## config.mk

```make
export PLATFORM = sky130hd
export DESIGN_NAME = tdm_demux_1x8
export DESIGN_NICKNAME = d
export VERILOG_FILES = /design/src/rtl/tdm_demux_1x8.sv
export SDC_FILE = /design/constraint.sdc
export NUM_CORES = 1
export LEC_CHECK = 0
export BUFFER_PORTS_ARGS = -buffer_cell sky130_fd_sc_hd__clkbuf_2
export CORE_MARGIN = 1.5
export CORE_UTILIZATION = 32
export CTS_CLUSTER_DIAMETER = 200
export DETAILED_ROUTE_END_ITERATION = 6
export GPL_ROUTABILITY_DRIVEN = 0
export PLACE_DENSITY_LB_ADDON = 0.3
export SYNTH_ARGS = -nofsm -noshare
export SYNTH_HDL_FRONTEND = slang
export SYNTH_SLANG_ARGS = --single-unit
export TNS_END_PERCENT = 1
```

## constraint.sdc

```tcl
create_clock -name clk -period 2.15 [get_ports clk]
set_input_delay 0.5375 -clock clk [delete_from_list [all_inputs] [get_ports clk]]
set_output_delay 0.5375 -clock clk [all_outputs]
set_load 0.05 [all_outputs]
```

## src/rtl/tdm_demux_1x8.sv

```systemverilog
// 1-to-8 TDM serial demultiplexer with sync-driven frame alignment.
// Define DEMUX_PARITY_EN for a 9-slot frame whose last slot is an even-parity bit.
module tdm_demux_1x8 (
  input  logic       clk,
  input  logic       rst,
  input  logic       din,
  input  logic       din_valid,
  input  logic       sync,
  output logic [7:0] y,
  output logic       frame_valid,
  output logic [3:0] sel,
  output logic       locked,
  output logic       sync_err,
  output logic       parity_err
);

`ifdef DEMUX_PARITY_EN
  localparam logic [3:0] LAST_SLOT = 4'd8;

  function automatic logic even_parity(input logic [7:0] v);
    return ^v;
  endfunction
`else
  localparam logic [3:0] LAST_SLOT = 4'd7;
`endif

  typedef enum logic {HUNT = 1'b0, RUN = 1'b1} state_t;

  state_t     state_q, state_d;
  logic [3:0] sel_q, sel_d;
  logic [7:0] shadow_q, shadow_d;
  logic [7:0] y_q, y_d;
  logic       frame_valid_q, frame_valid_d;
  logic       sync_err_q, sync_err_d;
  logic       parity_err_q, parity_err_d;
  logic       locked_q, locked_d;
  logic [7:0] frame_s;

  always_comb begin
    state_d       = state_q;
    sel_d         = sel_q;
    shadow_d      = shadow_q;
    y_d           = y_q;
    frame_valid_d = 1'b0;
    sync_err_d    = 1'b0;
    parity_err_d  = 1'b0;
    frame_s       = shadow_q;
    frame_s[7]    = din;
    if (din_valid) begin
      case (state_q)
        HUNT: begin
          if (sync) begin
            shadow_d = {7'd0, din};
            sel_d    = 4'd1;
            state_d  = RUN;
          end else begin
            sel_d = 4'd0;
          end
        end
        RUN: begin
          if (sync && (sel_q != 4'd0)) begin
            // Misplaced sync realigns: the partial frame is dropped.
            sync_err_d = 1'b1;
            shadow_d   = {7'd0, din};
            sel_d      = 4'd1;
          end else if (sel_q == LAST_SLOT) begin
            sel_d         = 4'd0;
            frame_valid_d = 1'b1;
`ifdef DEMUX_PARITY_EN
            y_d          = shadow_q;
            parity_err_d = even_parity(shadow_q) ^ din;
`else
            y_d = frame_s;
`endif
          end else begin
            shadow_d[sel_q[2:0]] = din;
            sel_d                = sel_q + 4'd1;
          end
        end
        default: begin
          state_d = HUNT;
          sel_d   = 4'd0;
        end
      endcase
    end else begin
      state_d = state_q;
    end
    locked_d = (state_d == RUN);
  end

  always_ff @(posedge clk) begin
    if (rst) begin
      state_q       <= HUNT;
      sel_q         <= 4'd0;
      shadow_q      <= 8'h00;
      y_q           <= 8'h00;
      frame_valid_q <= 1'b0;
      sync_err_q    <= 1'b0;
      parity_err_q  <= 1'b0;
      locked_q      <= 1'b0;
    end else begin
      state_q       <= state_d;
      sel_q         <= sel_d;
      shadow_q      <= shadow_d;
      y_q           <= y_d;
      frame_valid_q <= frame_valid_d;
      sync_err_q    <= sync_err_d;
      parity_err_q  <= parity_err_d;
      locked_q      <= locked_d;
    end
  end

  assign y           = y_q;
  assign frame_valid = frame_valid_q;
  assign sel         = sel_q;
  assign locked      = locked_q;
  assign sync_err    = sync_err_q;
  assign parity_err  = parity_err_q;

endmodule

```

==> results of run 1 <==
-- worst max-delay path by stage --
stage,startpoint,endpoint
3_3_place_gp,sel[1],shadow_q[4]
5_1_grt,sel[1],shadow_q[3]
6_report,sel[1],shadow_q[4]
4_1_cts,sel[1],shadow_q[4]
2_1_floorplan,sel[0],y[0]
3_5_place_dp,sel[1],shadow_q[4]
-- power breakdown --
| part | total, W | internal, W | switching (W) |
|---|---|---|---|
| logic | 0.0000818 | 0.0000245 | 0.0000573 |
| registers | 0.000418 | 0.000412 | 0.00000568 |
| clock network | 0.000230 | 0.000103 | 0.000127 |
| total | 0.000730 | 0.000540 | 0.000190 |
-- per-stage QoR --
stage,cells,cell area [um2],hold WS (ps),setup WS (ps)
after floorplan,120,1070,448,79.6
after global placement,181,1220,466,282
after detailed placement,181,1220,470,223
after CTS,185,1260,494,195
after global routing,185,1260,534,20.8
final,185,1260,489,182
-- sequential cells by signal, indices dropped and copies added, names as in the netlist --
signal and count:
y 8, shadow_q 7, sel 4, sync_err 1
locked 1, frame_valid 1
-- final cells by class --
| class | count | area share, % |
|---|---|---|
| Multi-Input combinational cell | 88 | 46.9 |
| Sequential cell | 22 | 35.0 |
| Timing Repair Buffer | 22 | 9.35 |
| Tap cell | 44 | 4.38 |
| Clock buffer | 4 | 2.89 |
| Inverter | 5 | 1.49 |
-- kinds of logic after synthesis --
logic type	count (synthesis)
mux	9
buf+inv	10
simple gates	46
compound gates	30
other cells	1
fa+ha+maj	2
flops	22
-- worst register-to-register path, stage by stage (launching register included) --
cell and delay [ps]:
dfxtp_1 370, inv_1 140, ha_1 170, or3b_4 410, a2111oi_4 520, nand3_1 140, a21oi_1 160
-- synthesized netlist by cell type (all sizes together), types with 2 or more instances --
| cell type | n |
|---|---|
| a21oi | 12 |
| a2bb2oi | 5 |
| buf | 2 |
| clkbuf | 3 |
| dfxtp | 22 |
| ha | 2 |
| inv | 5 |
| mux2i | 9 |
| nand2 | 10 |
| nand2b | 7 |
| nand3 | 5 |
| nor2 | 14 |
| nor4 | 2 |
| o21ai | 6 |
-- routing by layer --
metal | up-vias | global-route usage [%]
met5 | - | 0
met4 | 0 | 2.17
met3 | 2 | 3.84
met2 | 24 | 23.0
met1 | 438 | 19.5
li1 | 472 | -
==> flow_metrics.py, run 1 <==
metrics = {
    "outcome": {
        "outcome": "finished, final reports clean",
    },
    "route": {
        "via_count": 936,
        "wl_met3_um": 112,
        "drc": 0,
        "post_drt_wl_per_cell_um": 12.2,
        "top_layer": "met4",
        "ant_nets": 0,
        "drt_wl_total_um": 2260,
        "vias_per_cell": 5.06,
        "drt-initial-drc-count": 42,
        "wl_met2_um": 1020,
        "met1_length_um": 1110,
        "drt_pass1_iterations": 4,
    },
    "worst_setup_path": {
        "worstPathCellList": "inv_1 -> ha_1 -> or3b_4 -> a2111oi_4 -> nand3_1 -> a21oi_1",
        "cp_slowest_cell": "a2111oi_4",
        "reg2regPathDepth": 6,
        "end_kind": "flip-flop",
        "rr_endpoint": "shadow_q[4]",
        "required_ps": 2400,
        "worstPathArrival_ps": 2210,
        "max_stage_delay_ps": 510,
        "worst-r2r-setup-slack_ps": 180,
        "crit_family": "compound AO/OA/AOI/OAI gates",
        "path_buf_inv": 1,
        "crit_fanout": 6,
        "path_class": "reg2reg",
        "reg2reg_from": "sel[1]",
        "crit_path_start_kind": "flip-flop",
        "crit_cells": 6,
    },
    "clock_network": {
        "root_buffer": "clkbuf_4",
        "cts_resized": 0,
        "cts_tree": "built",
        "cts-buffers-inserted": 3,
        "cts_max_path_buffers": 2,
        "cts_post_setup_buffers_inserted": 0,
        "clk_pin_slew_ps": 120,
        "cts_hold_buf": 0,
        "insertion_delay_ps": 310,
        "clock-sinks": 22,
        "htreeDepth": 1,
    },
    "final_layout": {
        "area_growth_pct": 17.0,
        "n_fill_cell": 329,
        "multi_input_comb_area_um2": 589,
        "utilization_pct": 40.2,
        "final_common_cell": "dfxtp_1",
        "layout.nets": 149,
        "regArea_um2": 440,
        "n_antenna_cell": 0,
        "final_cell_mix": "dfxtp_1 (22), clkbuf_2 (19), nor2_1 (14)",
        "drive_gt1_share_pct": 24.1,
    },
    "timing": {
        "setup-tns-final_ps": 0,
        "finalHoldViolCount": 0,
        "slew_headroom_pct": 65.8,
        "rsz0062_at_grt": "false",
        "worstMarginPinSlew_ps": 509,
        "setup_violations": 0,
        "fmaxAchievable_ghz": 0.508,
        "final_max_slew_viol_count": 0,
        "min_period_over_period_pct": 91.5,
        "min_period_ps": 1970,
        "finalClockSkew_ps": 3.39,
    },
    "logic_synthesis": {
        "synthDistinctLibCells": 34,
        "async_flop_share_pct": 0,
        "yosys.area_share.xor_xnor_pct": 0,
        "synth_top_family_by_area": "simple AND/OR/NAND/NOR gates",
        "avgSynthCellArea_um2": 8.96,
        "yosys_most_used_dff": "dfxtp_1",
        "synth_fa_ha_area_share_pct": 2.33,
        "synthSimpleGateAreaFrac_pct": 24.3,
        "synth_edf_count": 0,
        "synth_top_area_share_pct": 41.0,
        "syn_nets": 127,
        "ys_ff_latch": 22,
        "muxShareOfSynthArea_pct": 8.38,
        "ys_seq_area_share_pct": 41.0,
        "synthTopCellsByArea": "dfxtp_1 (41%), mux2i_1 (8.4%), a21oi_1 (5.1%), nor2_1 (4.9%), a2bb2oi_1 (4.1%)",
        "syn_area_um2": 1070,
        "synth-compound-area-share_pct": 19.4,
        "yosysWarnings": 0,
        "netlist_instances": 120,
        "yosys.area.top_type": "dfxtp_1",
    },
    "floorplan": {
        "core-area_um2": 3130,
        "die_y_um": 61.0,
        "pin_count": 21,
        "dieArea_um2": 3720,
        "rows": 20,
        "start_util_pct": 34.4,
        "die_w_um": 61.0,
    },
    "grt": {
        "grt-ovfl-total": 0,
        "grt_pass1_wl_um": 3970,
        "grt_pass1_vias": 839,
        "grt_max_degree": 24,
        "grt_usage_pct": 14.2,
        "antenna_found_initial": 0,
    },
    "hold_path": {
        "hold_class": "reg2reg",
        "min_to": "shadow_q[0]",
        "worstHoldStart": "shadow_q[0]",
        "hold_depth": 2,
    },
    "power_and_ir_drop": {
        "finalPower_w": 0.000730,
        "ir_drop_v": 0.000334,
        "powerDensity_nw_per_um2": 580,
        "p_leak_nw": 0.464,
    },
    "placed_design": {
        "portBuffers": 19,
        "hpwl_um": 1630,
    },
    "run": {
        "maxCapViolCount": 0,
    },
}
Note: power is estimated with default switching activity, not from simulation.
==> run 2, diff against run 1 <==
--- a/config.mk
+++ b/config.mk
@@ -5,7 +5,7 @@
 export SDC_FILE = /design/constraint.sdc
 export NUM_CORES = 1
 export LEC_CHECK = 0
-export BUFFER_PORTS_ARGS = -buffer_cell sky130_fd_sc_hd__clkbuf_2
+export BUFFER_PORTS_ARGS = -buffer_cell sky130_fd_sc_hd__buf_4
 export CORE_MARGIN = 1.5
 export CORE_UTILIZATION = 32
 export CTS_CLUSTER_DIAMETER = 200
==> flow_metrics.py, run 2 (synthesized netlist as in run 1, its figures left out) <==
metrics = {
    "clock_network": {
        "cts_max_path_buffers": 2,
        "htreeDepth": 1,
        "clk_pin_slew_ps": 130,
        "cts-buffers-inserted": 3,
        "cts_hold_buf": 0,
        "clock-sinks": 22,
        "cts_post_setup_buffers_inserted": 0,
        "cts_tree": "built",
        "cts_resized": 0,
        "insertion_delay_ps": 310,
        "root_buffer": "clkbuf_4",
    },
    "final_layout": {
        "largest_register_ffs": 8,
        "area_growth_pct": 22.9,
        "final_cell_mix": "dfxtp_1 (22), buf_4 (22), nor2_1 (14)",
        "layout.nets": 149,
        "drive_gt1_share_pct": 24.1,
        "utilization_pct": 42.2,
        "n_antenna_cell": 0,
    },
    "worst_setup_path": {
        "end_kind": "flip-flop",
        "path_class": "reg2reg",
        "crit_fanout": 6,
        "crit_path_start_kind": "flip-flop",
        "worstPathArrival_ps": 2180,
        "required_ps": 2390,
    },
    "grt": {
        "grt_pass1_vias": 896,
        "grt_usage_pct": 13.9,
        "grt_max_degree": 24,
        "antenna_found_initial": 0,
        "grt_pass1_wl_um": 3930,
        "grt-ovfl-total": 0,
    },
    "route": {
        "via_count": 915,
        "drt_wl_total_um": 2260,
        "post_drt_wl_per_cell_um": 12.2,
        "drt-initial-drc-count": 53,
        "ant_nets": 0,
        "drt_pass1_iterations": 4,
        "drc": 0,
        "vias_per_cell": 4.95,
    },
    "timing": {
        "finalHoldViolCount": 0,
        "worstMarginPinSlew_ps": 511,
        "finalClockSkew_ps": 7.27,
        "setup-tns-final_ps": 0,
        "fin_ws_ps": 211,
        "min_period_ps": 1940,
        "min_period_over_period_pct": 90.2,
        "rsz0062_at_grt": "false",
        "setup_violations": 0,
        "fmaxAchievable_ghz": 0.516,
        "slew_headroom_pct": 65.7,
        "final_max_slew_viol_count": 0,
    },
    "placed_design": {
        "pre_cts_slack_ps": 251,
        "hpwl_um": 1590,
        "portBuffers": 19,
    },
    "floorplan": {
        "pin_count": 21,
        "die_w_um": 61.0,
        "start_util_pct": 34.4,
        "core-area_um2": 3130,
        "rows": 20,
        "die_y_um": 61.0,
        "dieArea_um2": 3720,
    },
    "power_and_ir_drop": {
        "powerDensity_nw_per_um2": 620,
        "p_leak_nw": 0.486,
        "net-switching-power_w": 0.000191,
        "ir_drop_v": 0.000378,
        "netSwitchingFraction_pct": 23.3,
        "p_comb_share_pct": 10.5,
        "p_seq_share_pct": 51.0,
        "p_int_w": 0.000629,
        "pwr-share-clk_pct": 38.5,
    },
    "outcome": {
        "outcome": "finished, final reports clean",
    },
    "run": {
        "maxCapViolCount": 0,
    },
    "hold_path": {
        "hold_class": "reg2reg",
    },
}
==> run 2: cell count changes in the layout (fill, tap and decap cells not counted) <==
cell | previous run | this run
buf_4 | 3 | 22
clkbuf_2 | 19 | 0
bufinv_16 | 0 | 1
clkbuf_8 | 1 | 0
==> run 2: worst max-delay path, cell delays in order, from the launching register on <==
cell       delay (ps)
dfxtp_1           370
inv_1             130
ha_1              180
or3b_4            410
a2111oi_4         500
nand4_1           140
a21oi_1           150
==> run 2: metrics by stage <==
stage	instances	hold WS [ps]	cell area (um2)	power, W
2_1_floorplan	120	448	1070	0.000486
3_3_place_gp	181	464	1270	0.000511
3_5_place_dp	181	473	1270	0.000513
4_1_cts	185	498	1320	0.000833
5_1_grt	185	495	1320	0.000864
6_report	185	494	1320	0.000820
==> run 2: area by class of cell <==
cell class              count  area [um2]
fillers                   309        1810
multi-input cells          88         589
flip-flops and latches     22         440
repair buffers             22         165
well taps                  44        55.1
clock inverters             1        30.0
clock buffers               3        22.5
inverters                   5        18.8
==> run 2: power groups by stage <==
stage / Combinational (W) / Sequential, W / Clock [W]
global placement: 0.0000848 / 0.000426 / 0
CTS: 0.0000866 / 0.000418 / 0.000329
detailed placement: 0.0000859 / 0.000427 / 0
floorplan: 0.0000502 / 0.000436 / 0
global route: 0.0000950 / 0.000419 / 0.000350
finish: 0.0000861 / 0.000418 / 0.000316
==> run 2: layer usage <==
metal	routed length [um]	track usage, %	vias up
li1	-	-	467
met1	1080	18.1	423
met2	1050	22.9	23
met3	112	4.05	2
met4	9	3.11	0
met5	0	0	-
==> run 2: path summary, 6_finish.rpt <==
path            endpoint  slack [ps]        start  cells after the start
min          shadow_q[0]         490  shadow_q[0]                      2
min reg2reg  shadow_q[0]         490  shadow_q[0]                      2
max reg2reg  shadow_q[2]         210       sel[1]                      6
max          shadow_q[2]         210       sel[1]                      6
==> run 3, diff against run 2 <==
==> constraint.sdc (replaced) <==
create_clock -name clk -period 2.4 [get_ports clk]
set_input_delay 0.6 -clock clk [delete_from_list [all_inputs] [get_ports clk]]
set_output_delay 0.6 -clock clk [all_outputs]
set_load 0.05 [all_outputs]
==> flow_metrics.py, run 3 (synthesized netlist as in run 1, its figures left out) <==
metrics = {
    "grt": {
        "use_met1_pct": 18.5,
        "grt_max_degree": 24,
        "grt-ovfl-total": 0,
        "grt_pass1_wl_um": 3760,
        "grt_usage_pct": 13.7,
        "grt.met3_usage_pct": 4.48,
        "antenna_found_initial": 0,
        "grt_pass1_vias": 841,
        "gr-max-usage-layer": "met2",
        "met2_usage_pct": 20.4,
    },
    "timing": {
        "setup_violations": 0,
        "slew_headroom_pct": 66.2,
        "finalHoldViolCount": 0,
        "fin_ws_ps": 350,
        "min_period_over_period_pct": 85.4,
        "finalClockSkew_ps": 4.91,
        "rsz0062_at_grt": "false",
        "setup-tns-final_ps": 0,
        "fmaxAchievable_ghz": 0.488,
        "worstMarginPinSlew_ps": 504,
        "min_period_ps": 2050,
        "final_max_slew_viol_count": 0,
    },
    "hold_path": {
        "hold_depth": 2,
        "min_to": "shadow_q[0]",
        "hold_class": "reg2reg",
        "worstHoldStart": "shadow_q[0]",
    },
    "worst_setup_path": {
        "reg2regPathDepth": 6,
        "rr_endpoint": "shadow_q[1]",
        "worst-r2r-setup-slack_ps": 350,
        "path_class": "reg2reg",
        "reg2reg_from": "sel[1]",
        "crit_path_start_kind": "flip-flop",
        "worstPathArrival_ps": 2290,
        "end_kind": "flip-flop",
        "crit_fanout": 14,
        "required_ps": 2640,
    },
    "route": {
        "vias_per_cell": 4.92,
        "ant_nets": 0,
        "post_drt_wl_per_cell_um": 11.8,
        "drt-initial-drc-count": 36,
        "drt_pass1_iterations": 4,
        "drt_wl_total_um": 2160,
        "drc": 0,
        "via_count": 900,
    },
    "final_layout": {
        "final_common_cell": "dfxtp_1",
        "layout.nets": 147,
        "utilization_pct": 41.2,
        "area_growth_pct": 20.0,
        "final_cell_mix": "dfxtp_1 (22), buf_4 (20), nor2_1 (14)",
        "n_antenna_cell": 0,
        "largest_register_ffs": 8,
        "drive_gt1_share_pct": 23.0,
    },
    "floorplan": {
        "pin_count": 21,
        "core-area_um2": 3130,
        "die_y_um": 61.0,
        "die_w_um": 61.0,
        "dieArea_um2": 3720,
        "start_util_pct": 34.4,
        "rows": 20,
    },
    "clock_network": {
        "cts_tree": "built",
        "cts_hold_buf": 0,
        "cts_post_setup_buffers_inserted": 0,
        "htreeDepth": 1,
        "root_buffer": "clkbuf_4",
        "clock-sinks": 22,
        "cts-buffers-inserted": 3,
        "cts_max_path_buffers": 2,
        "clk_pin_slew_ps": 120,
        "insertion_delay_ps": 310,
        "cts_resized": 0,
    },
    "power_and_ir_drop": {
        "ir_drop_v": 0.000276,
        "p_leak_nw": 0.468,
        "powerDensity_nw_per_um2": 509,
    },
    "placed_design": {
        "hpwl_um": 1530,
        "portBuffers": 19,
        "pre_cts_slack_ps": 380,
    },
    "run": {
        "maxCapViolCount": 0,
    },
    "outcome": {
        "outcome": "finished, final reports clean",
    },
}
## run 3: worst max-delay path by stage
stage	from	endpoint	cells past startpoint
floorplan	sel[0]	y[0]	5
global placement	sel[1]	shadow_q[0]	5
detailed placement	sel[1]	shadow_q[2]	6
CTS	sel[1]	shadow_q[2]	6
global route	sel[1]	shadow_q[0]	5
finish	sel[1]	shadow_q[1]	6
## run 3: critical path, cell delays in order (launching register included)
cell and delay [ps]:
dfxtp_1 450, inv_1 170, ha_1 170, or3b_4 400, a2111oi_4 490, nand3_1 120, a21oi_1 170
## run 3: layer usage
| metal | up-vias | share of wire, % |
|---|---|---|
| li1 | 463 | - |
| met1 | 406 | 50 |
| met5 | - | 0 |
| met4 | 0 | 1.7 |
| met2 | 27 | 43 |
| met3 | 4 | 4.9 |
## run 3: report_power, final
group / total [W] / switching (W) / internal [W] / leakage (nW)
clock network: 0.000206 / 0.000114 / 0.0000927 / 0.0210
logic: 0.0000751 / 0.0000497 / 0.0000254 / 0.269
registers: 0.000375 / 0.00000551 / 0.000369 / 0.178
total: 0.000656 / 0.000169 / 0.000487 / 0.468
## run 3: final cells by class
| class | count | area [um2] |
|---|---|---|
| Timing Repair Buffer | 20 | 150 |
| Fill cell | 324 | 1840 |
| Clock buffer | 4 | 36.3 |
| Inverter | 5 | 18.8 |
| Tap cell | 44 | 55.1 |
| Multi-Input combinational cell | 88 | 589 |
| Sequential cell | 22 | 440 |
## run 3: through the flow
step           hold WS, ps  area [um2]  cells  total power, W
4_1_cts                484        1290    183        0.000668
3_5_place_dp           463        1250    179        0.000458
6_report               485        1290    183        0.000656
3_3_place_gp           464        1250    179        0.000457
5_1_grt                526        1290    183        0.000699
2_1_floorplan          448        1070    120        0.000436
